`src/rtl/snoop_responder_if.sv`:
```
// Snoop bus bundle between requesters and one responder.
// Carries the request handshake (bus_*) and the one-cycle response (snoop_*).
interface snoop_responder_if #(
  parameter int ADDR_W = 5,
  parameter int DATA_W = 4
);
  logic              bus_valid;
  logic              bus_ready;
  logic [1:0]        bus_cmd;
  logic [ADDR_W-1:0] bus_addr;
  logic [1:0]        bus_src;
  logic              snoop_done;
  logic              snoop_hit;
  logic              snoop_dirty;
  logic [DATA_W-1:0] snoop_data;
  logic              snoop_err;

  modport master (
    output bus_valid,
    output bus_cmd,
    output bus_addr,
    output bus_src,
    input  bus_ready,
    input  snoop_done,
    input  snoop_hit,
    input  snoop_dirty,
    input  snoop_data,
    input  snoop_err
  );

  modport slave (
    input  bus_valid,
    input  bus_cmd,
    input  bus_addr,
    input  bus_src,
    output bus_ready,
    output snoop_done,
    output snoop_hit,
    output snoop_dirty,
    output snoop_data,
    output snoop_err
  );
endinterface

```
`src/rtl/snoop_responder.sv`:
```
// MSI snoop responder for one private direct-mapped cache; flushes M lines.
// Ports: clock/reset_n, bus (snoop if), wb_* write-back, fill_* line write,
// rd_* debug read. Define SNOOP_MESI_EN to treat line state 11 as Exclusive.
module snoop_responder #(
  parameter int         NUM_LINES = 4,
  parameter int         INDEX_W   = 2,
  parameter int         TAG_W     = 3,
  parameter int         DATA_W    = 4,
  parameter logic [1:0] PROC_ID   = 2'd0
) (
  input  logic                     clock,
  input  logic                     reset_n,
  snoop_responder_if.slave         bus,
  output logic                     wb_valid,
  input  logic                     wb_ready,
  output logic [TAG_W+INDEX_W-1:0] wb_addr,
  output logic [DATA_W-1:0]        wb_data,
  input  logic                     fill_valid,
  output logic                     fill_ready,
  input  logic [INDEX_W-1:0]       fill_index,
  input  logic [TAG_W-1:0]         fill_tag,
  input  logic [DATA_W-1:0]        fill_data,
  input  logic [1:0]               fill_state,
  input  logic [INDEX_W-1:0]       rd_index,
  output logic [1:0]               rd_state,
  output logic [TAG_W-1:0]         rd_tag,
  output logic [DATA_W-1:0]        rd_data
);

  localparam int ADDR_W = TAG_W + INDEX_W;

  localparam logic [1:0] ST_I = 2'b00;
  localparam logic [1:0] ST_S = 2'b01;
  localparam logic [1:0] ST_M = 2'b10;

  typedef enum logic [1:0] {
    IDLE,
    LOOKUP,
    FLUSH,
    RESP
  } fsm_t;

  fsm_t fsm_q, fsm_d;

  logic [1:0]        st_q   [NUM_LINES];
  logic [TAG_W-1:0]  tag_q  [NUM_LINES];
  logic [DATA_W-1:0] data_q [NUM_LINES];

  logic [ADDR_W-1:0] req_addr;
  logic [1:0]        req_cmd;
  logic [1:0]        req_src;

  logic              resp_hit;
  logic              resp_dirty;
  logic              resp_err;
  logic [DATA_W-1:0] resp_data;

  logic [INDEX_W-1:0] idx;
  logic [TAG_W-1:0]   tag;
  logic [1:0]         cur_st;
  logic [1:0]         upd_st;
  logic               lk_hit;
  logic               cmd_rd;
  logic               cmd_rdx;
  logic               cmd_upgr;
  logic               cmd_rsv;
  logic               accept;
  logic               fill_we;
  logic               line_we;

  // Without MESI support state 11 is never valid.
  function automatic logic [1:0] norm(input logic [1:0] s);
`ifdef SNOOP_MESI_EN
    return s;
`else
    return (s == 2'b11) ? ST_I : s;
`endif
  endfunction

  assign idx = req_addr[INDEX_W-1:0];
  assign tag = req_addr[ADDR_W-1:INDEX_W];

  assign cur_st = norm(st_q[idx]);

  assign cmd_rd   = (req_cmd == 2'b00);
  assign cmd_rdx  = (req_cmd == 2'b01);
  assign cmd_upgr = (req_cmd == 2'b10);
  assign cmd_rsv  = (req_cmd == 2'b11);

  // Own requests echoed on the bus never hit.
  assign lk_hit = (cur_st != ST_I)
               && (tag_q[idx] == tag)
               && (req_src != PROC_ID);

  always_comb begin
    upd_st = cur_st;
    unique case (1'b1)
      cmd_rd:   upd_st = ST_S;
      cmd_rdx:  upd_st = ST_I;
      cmd_upgr: upd_st = ST_I;
      cmd_rsv:  upd_st = cur_st;
      default:  upd_st = cur_st;
    endcase
  end

  always_comb begin
    fsm_d      = fsm_q;
    line_we    = 1'b0;
    bus.bus_ready = (fsm_q == IDLE);
    accept     = bus.bus_valid && bus.bus_ready;
    fill_ready = (fsm_q == IDLE) && !accept;
    fill_we    = fill_valid && fill_ready;
    unique case (fsm_q)
      IDLE: begin
        if (accept) fsm_d = LOOKUP;
      end
      LOOKUP: begin
        if (lk_hit && cur_st == ST_M
            && (cmd_rd || cmd_rdx)) begin
          fsm_d = FLUSH;
        end else begin
          line_we = lk_hit;
          fsm_d   = RESP;
        end
      end
      FLUSH: begin
        if (wb_ready) begin
          line_we = 1'b1;
          fsm_d   = RESP;
        end
      end
      RESP: begin
        fsm_d = IDLE;
      end
      default: fsm_d = IDLE;
    endcase
  end

  always_ff @(posedge clock or negedge reset_n) begin
    if (!reset_n) fsm_q <= IDLE;
    else          fsm_q <= fsm_d;
  end

  always_ff @(posedge clock or negedge reset_n) begin
    if (!reset_n) begin
      req_addr <= '0;
      req_cmd  <= '0;
      req_src  <= '0;
    end else if (accept) begin
      req_addr <= bus.bus_addr;
      req_cmd  <= bus.bus_cmd;
      req_src  <= bus.bus_src;
    end
  end

  always_ff @(posedge clock or negedge reset_n) begin
    if (!reset_n) begin
      for (int i = 0; i < NUM_LINES; i++) begin
        st_q[i]   <= ST_I;
        tag_q[i]  <= '0;
        data_q[i] <= '0;
      end
    end else if (fill_we) begin
      st_q[fill_index]   <= norm(fill_state);
      tag_q[fill_index]  <= fill_tag;
      data_q[fill_index] <= fill_data;
    end else if (line_we) begin
      st_q[idx] <= upd_st;
    end
  end

  always_ff @(posedge clock or negedge reset_n) begin
    if (!reset_n) begin
      resp_hit   <= 1'b0;
      resp_dirty <= 1'b0;
      resp_err   <= 1'b0;
      resp_data  <= '0;
    end else begin
      unique case (fsm_q)
        LOOKUP: begin
          resp_hit   <= lk_hit;
          resp_err   <= lk_hit && cmd_upgr
                     && (cur_st == ST_M);
          resp_dirty <= 1'b0;
          resp_data  <= '0;
        end
        FLUSH: begin
          if (wb_ready) begin
            resp_dirty <= 1'b1;
            resp_data  <= data_q[idx];
          end
        end
        default: ;
      endcase
    end
  end

  // Request regs and the line are frozen during FLUSH, so wb_* hold stable.
  assign wb_valid = (fsm_q == FLUSH);
  assign wb_addr  = wb_valid ? req_addr : '0;
  assign wb_data  = wb_valid ? data_q[idx] : '0;

  assign bus.snoop_done  = (fsm_q == RESP);
  assign bus.snoop_hit   = bus.snoop_done && resp_hit;
  assign bus.snoop_dirty = bus.snoop_done && resp_dirty;
  assign bus.snoop_err   = bus.snoop_done && resp_err;
  assign bus.snoop_data  = bus.snoop_done ? resp_data : '0;

  assign rd_state = st_q[rd_index];
  assign rd_tag   = tag_q[rd_index];
  assign rd_data  = data_q[rd_index];

endmodule
```
`src/flat_wrapper.sv`:
```
// flat-port wrapper written by rule: the top's interface ports become plain ports
module snoop_responder_flat 
#(
  parameter int         NUM_LINES = 4,
  parameter int         INDEX_W   = 2,
  parameter int         TAG_W     = 3,
  parameter int         DATA_W    = 4,
  parameter logic [1:0] PROC_ID   = 2'd0
)
  (clock, reset_n, wb_valid, wb_ready, wb_addr, wb_data, fill_valid, fill_ready, fill_index, fill_tag, fill_data, fill_state, rd_index, rd_state, rd_tag, rd_data, bus_bus_valid, bus_bus_cmd, bus_bus_addr, bus_bus_src, bus_bus_ready, bus_snoop_done, bus_snoop_hit, bus_snoop_dirty, bus_snoop_data, bus_snoop_err);
  snoop_responder_if #(.DATA_W(DATA_W)) bus_i ();
  input  logic clock;
  input  logic reset_n;
  output logic wb_valid;
  input  logic wb_ready;
  output logic [TAG_W+INDEX_W-1:0] wb_addr;
  output logic [DATA_W-1:0] wb_data;
  input  logic fill_valid;
  output logic fill_ready;
  input  logic [INDEX_W-1:0] fill_index;
  input  logic [TAG_W-1:0] fill_tag;
  input  logic [DATA_W-1:0] fill_data;
  input  logic [1:0] fill_state;
  input  logic [INDEX_W-1:0] rd_index;
  output logic [1:0] rd_state;
  output logic [TAG_W-1:0] rd_tag;
  output logic [DATA_W-1:0] rd_data;
  input wire logic [$bits(bus_i.bus_valid)-1:0] bus_bus_valid;
  input wire logic [$bits(bus_i.bus_cmd)-1:0] bus_bus_cmd;
  input wire logic [$bits(bus_i.bus_addr)-1:0] bus_bus_addr;
  input wire logic [$bits(bus_i.bus_src)-1:0] bus_bus_src;
  output wire logic [$bits(bus_i.bus_ready)-1:0] bus_bus_ready;
  output wire logic [$bits(bus_i.snoop_done)-1:0] bus_snoop_done;
  output wire logic [$bits(bus_i.snoop_hit)-1:0] bus_snoop_hit;
  output wire logic [$bits(bus_i.snoop_dirty)-1:0] bus_snoop_dirty;
  output wire logic [$bits(bus_i.snoop_data)-1:0] bus_snoop_data;
  output wire logic [$bits(bus_i.snoop_err)-1:0] bus_snoop_err;
  assign bus_i.bus_valid = bus_bus_valid;
  assign bus_i.bus_cmd = bus_bus_cmd;
  assign bus_i.bus_addr = bus_bus_addr;
  assign bus_i.bus_src = bus_bus_src;
  assign bus_bus_ready = bus_i.bus_ready;
  assign bus_snoop_done = bus_i.snoop_done;
  assign bus_snoop_hit = bus_i.snoop_hit;
  assign bus_snoop_dirty = bus_i.snoop_dirty;
  assign bus_snoop_data = bus_i.snoop_data;
  assign bus_snoop_err = bus_i.snoop_err;
  snoop_responder #(.NUM_LINES(NUM_LINES), .INDEX_W(INDEX_W), .TAG_W(TAG_W), .DATA_W(DATA_W), .PROC_ID(PROC_ID)) u_core (.clock(clock), .reset_n(reset_n), .bus(bus_i), .wb_valid(wb_valid), .wb_ready(wb_ready), .wb_addr(wb_addr), .wb_data(wb_data), .fill_valid(fill_valid), .fill_ready(fill_ready), .fill_index(fill_index), .fill_tag(fill_tag), .fill_data(fill_data), .fill_state(fill_state), .rd_index(rd_index), .rd_state(rd_state), .rd_tag(rd_tag), .rd_data(rd_data));
endmodule
```
`config.mk`:
```
export PLATFORM = sky130hd
export DESIGN_NAME = snoop_responder_flat
export DESIGN_NICKNAME = d
export VERILOG_FILES = /design/src/rtl/snoop_responder_if.sv /design/src/rtl/snoop_responder.sv /design/src/flat_wrapper.sv
export SDC_FILE = /design/constraint.sdc
export NUM_CORES = 1
export LEC_CHECK = 0
export BUFFER_PORTS_ARGS = -buffer_cell sky130_fd_sc_hd__buf_4
export CORE_MARGIN = 3
export CORE_UTILIZATION = 60
export DETAILED_ROUTE_END_ITERATION = 10
export PLACE_DENSITY = 0.85
export SLEW_MARGIN = 5
export SYNTH_ARGS = -nofsm -noshare
export SYNTH_HDL_FRONTEND = slang
export SYNTH_SLANG_ARGS = --single-unit
```
`constraint.sdc`:
```
create_clock -name clock -period 9.7 [get_ports clock]
set_clock_uncertainty 0.05 [all_clocks]
set_input_delay 1.94 -clock clock [delete_from_list [all_inputs] [get_ports clock]]
set_output_delay 1.94 -clock clock [all_outputs]
set_load 0.005 [all_outputs]
```
### After elaboration in Yosys (flattened, before gate mapping)

Cells that the tools add are included.

* register bits: 54
* bits of input ports: 27
* output and inout bits: 29
* logic and storage cells: 113

* magnitude comparators: 5
* equality and inequality tests: 11
* muxes and demuxes: 49
* bitwise gates (word level): 3
* reduce and logical (&&, ||, !) cells: 25

Operators by type and width (count)
* two-way mux 4 bit: 8
* two-way mux 2 bit: 10
* binary-select mux 4 bit (select 2 bit): 2
* bitwise mux 16 bit: 1
* bitwise mux 8 bit: 2
* two-way mux 8 bit: 2
* two-way mux 3 bit: 5
* logical AND 1 bit: 14
* binary-select mux 3 bit (select 2 bit): 2
* bitwise mux 12 bit: 1
* == test 2 bit (second input constant): 6
* greater-or-equal comparator 3 bit (second input constant): 3
* inverter 2 -> 3 bit: 3
* binary-select mux 2 bit (select 2 bit): 2
* demux 2 bit (select 2 bit): 2
* demux 4 bit (select 2 bit): 1
* one-hot mux 2 bit (4 select lines): 1
* one-hot mux 4 bit (2 select lines): 1
* nonzero test 2 bit: 4
* demux 3 bit (select 2 bit): 1
* < comparator 3 x 1 -> 1 bit (second input constant): 2
* two-way mux 5 bit: 1
* == test 2 x 1 -> 1 bit (second input constant): 2
* zero test 2 bit: 2
* 10 further kinds: 15

### Longest topological paths before layout

* depth after elaboration: 15
* gate-level depth with buffers: 11
* mapped depth without buffers: 9

### Worst setup path after synthesis

OpenSTA, ideal clock, no wires.

* path kind: input to output
* start point: in rd_index[0]
* end point: out rd_data[0]
* arrival time: 2.980 ns
* required time: 7.710 ns
* slack: 4.730 ns
* stages: 2
* path buffers: 1
* path through: clkbuf_1 -> mux4_2

* cells in the longest elaborated chain, start to end: 4

RTL lines
* from (decl): line flat_wrapper.sv:24 `input logic [INDEX_W-1:0] rd_index;`
* inverter 2 -> 3 bit (not written as such): line snoop_responder.sv:211 `assign rd_data = data_q[rd_index];`
* binary-select mux 4 bit (select 2 bit): line snoop_responder.sv:211
* two-way mux 4 bit (not written as such) (2 in a row): line snoop_responder.sv:211
* to (decl): line flat_wrapper.sv:27 `output logic [DATA_W-1:0] rd_data;`

Every way passes these cells. The select of a mux whose other input is x is not followed.

### Worst setup path in the final report

* start point: in rd_index[0]
* end point: out rd_tag[2]

* cells in the longest elaborated chain, start to end: 4

RTL lines
* inverter 2 -> 3 bit (not written as such): line snoop_responder.sv:210 `assign rd_tag = tag_q[rd_index];`
* binary-select mux 3 bit (select 2 bit): line snoop_responder.sv:210
* two-way mux 3 bit (not written as such) (2 in a row): line snoop_responder.sv:210
* to (decl): line flat_wrapper.sv:26 `output logic [TAG_W-1:0] rd_tag;`

Every way passes these cells. The select of a mux whose other input is x is not followed.

==> impl_metrics.csv <==
group,metric,value,unit
status,status,"finished clean",
timing,slew_viol_final,0,
synth,yosysTopAreaCellShare,43.2,%
synth,syn_avg_cell_area,11.4,sq um
layout,finalInstanceArea,3640,sq um
flow_run,cap_violations,0,
synth,yosysTopAreaCell,"dfrtp_1",
setup_path,setup.worst_path.start_class,"input port",
layout,final_cell_mix,"55 x buf_4, 54 x dfrtp_1, 34 x mux2_2, 34 x nand2_1, 18 x and2_1",
clocking,postCtsSetupRepairBufs,0,
setup_path,rrSetupSlack,6.25,ns
synth,yosysSeqAreaShare,43.2,%
setup_path,crit_family,"multiplexers",
power,ir_drop,0.000173,V
synth,synth_cell_type_count,46,
layout,fill_cells,360,
global_route,grt_max_degree,55,
global_route,grt_pass1_vias,2305,
timing,holdWs,0.467,ns
clocking,holdBufCountCts,0,
synth,synth_area,3130,sq um
detailed_routing,initialDrtViolationCount,211,
power,power_density,292,nW/um^2
layout,final_common_cell,"buf_4",
setup_path,path_cells,"buf_4 > mux4_2 > buf_4",
floorplan,core,4880,sq um
setup_path,crit_buf_inv,2,
global_route,grt_overflow,0,
clocking,cts.sinks,54,
timing,rsz0062_at_grt,"no",
floorplan,fp-row-count,25,
clocking,cts_tree,"yes",
synth,syn-num-nets,308,
clocking,post_cts_resize_count,0,
detailed_routing,antenna_left,0,
floorplan,initial_core_util,64.1,%
timing,timing.final.crit_share,49.9,%
synth,synthTopCellsByArea,"dfrtp_1 43%, mux2_2 12%, mux4_2 10%",
layout,instances_no_fill,388,
timing,max-slew-margin-rel,42.5,%
place,globalplace.congestion,0.916,
detailed_routing,routedWlPerCell,17.8,um
layout,antenna_cells,0,
synth,synth-seq-cells,54,
place,io_buffers,55,
setup_path,critPathRequiredTime,7.71,ns
clocking,cts_buffers,5,
clocking,clockBufferDepth,2,
synth,yosys_warnings,0,
floorplan,ios,56,
floorplan,die-width,78.2,um
layout,drive_above_1_share,36.1,%
place,dp_hpwl,5130,um
floorplan,dieArea,6110,sq um
detailed_routing,drc,0,
layout,final_nets,355,
global_route,grt_use_total,24.2,%
setup_path,cp_slowest_cell,"mux4_2",
timing,max_clock_freq,0.207,GHz
global_route,grt_pass1_wl,11300,um
timing,setup-violations-final,0,
clocking,cts_root_buf,"clkbuf_8",
timing,tightestPinTransition,0.857,ns
floorplan,die_h,78.2,um
clocking,clock_latency,0.31,ns
setup_path,worst_path_most_repeated_cell,"buf_4",
global_route,antenna_found_initial,0,
place,postPlaceCellArea,3560,sq um
detailed_routing,drt_first_pass_iters,4,
clocking,cts_max_level,2,
place,placed_cells,382,
setup_path,worst-path-max-fanout,9,
timing,hold_viol_final,0,
setup_path,cp.arrival,2.85,ns
setup_path,cpPeakStageDelay,0.55,ns
power,leakage,1.71,nW
detailed_routing,via_count,2364,
setup_path,end_kind,"output port",
setup_path,setup.worst_path.class,"in -> out",
detailed_routing,routed_wl,6900,um
detailed_routing,vias_per_cell,6.09,
synth,synth_cells,275,
layout,area_growth_syn_to_layout,16.5,%
timing,tns,0,ns
clocking,path_clk_slew,0.08,ns
min_path,hp-class,"reg -> reg",
timing,fin_crit,4.84,ns
[cell usage after synthesis, drive strengths merged]
master and n:
dfrtp 54, nand2 35, mux2 34, and2 18
mux4 17, nor2 15, clkbuf 12, inv 11
nand3 9, o21ai 9, ha 6, nand2b 5
a211o 4, a22o 4, nor3 4, buf 3
mux2i 3, nor2b 3, or3 3, a221o 2
a31oi 2, nand4 2, o211ai 2, o221ai 2
xnor2 2, a21o 1, a221oi 1, a41oi 1
and2b 1, and3b 1, and4bb 1, nand3b 1
nand4b 1, nor4 1, o21bai 1, o22a 1
o22ai 1, o32a 1, or2 1
[stage by stage]
| stage | setup WS [ns] | util, % | power (mW) |
|---|---|---|---|
| after floorplan | 4.73 | - | 0.772 |
| after global placement | 4.86 | 72.9 | 0.919 |
| after detailed placement | 4.86 | 72.9 | 0.943 |
| after CTS | 4.85 | 74.6 | 1.07 |
| after global routing | 4.83 | 74.6 | 1.14 |
| final | 4.86 | 74.6 | 1.06 |
[cell type report]
| type | instances | area [sq um] | area share [%] |
|---|---|---|---|
| clock buffers | 6 | 82.6 | 2.27 |
| inverters | 11 | 41.3 | 1.13 |
| multi-input cells | 195 | 1670 | 45.8 |
| flip-flops and latches | 54 | 1350 | 37.1 |
| well taps | 67 | 83.8 | 2.30 |
| repair buffers | 55 | 413 | 11.3 |
[metal layers]
metal | part of all wire (%) | global-route usage [%] | vias to the layer above
li1 | - | - | 1090
met1 | 41 | 30.7 | 1164
met2 | 50 | 42.1 | 99
met3 | 7.3 | 4.59 | 11
met4 | 1.6 | 7.52 | 0
met5 | 0 | 0 | -
[final timing paths]
kind                       cells past startpoint                 to               start
max                                            3          rd_tag[2]         rd_index[0]
min                                            2  u_core.data_q[15]   u_core.data_q[15]
max reg2reg                                    9     u_core.st_q[3]  u_core.req_addr[0]
min reg2reg                                    2  u_core.data_q[15]   u_core.data_q[15]
max in group asynchronous                      1    u_core.tag_q[1]             reset_n
min in group asynchronous                      1    u_core.resp_hit             reset_n
[worst reg2reg max path, cell delays in order (launching register included)]
cell      delay [ns]
dfrtp_1         0.87
mux4_2          0.64
inv_1           0.08
ha_1            0.22
o21bai_1        0.17
a221oi_1        0.31
nand4_2         0.29
o211ai_2        0.33
nand2_2         0.09
a211o_1         0.29
[cell families (layout without fill, tap and decap cells)]
group / count (synthesis) / in the layout / share of synthesized area (%)
compound gates: 32 / 32 / 8.13
buf+inv: 26 / 72 / 3.36
mux: 54 / 54 / 25.8
xor+xnor: 2 / 2 / 0.561
flops: 54 / 54 / 43.2
simple gates: 101 / 101 / 16.5
fa+ha+maj: 6 / 6 / 2.40
[report_power, final]
part | internal [mW] | total (mW) | leakage [nW] | switching (mW)
Sequential | 0.321 | 0.427 | 0.659 | 0.106
Clock | 0.0552 | 0.124 | 0.0431 | 0.0691
Combinational | 0.291 | 0.513 | 1.01 | 0.221
[registers in the layout, summed over array words and instances, names as in the netlist]
register           count
u_core.resp_err        1
u_core.data_q         16
u_core.st_q            8
u_core.req_addr        5
u_core.resp_dirty      1
u_core.tag_q          12
u_core.req_cmd         2
u_core.resp_data       4
u_core.req_src         2
u_core.resp_hit        1
u_core.fsm_q           2
(Power assumes the default switching activity.)
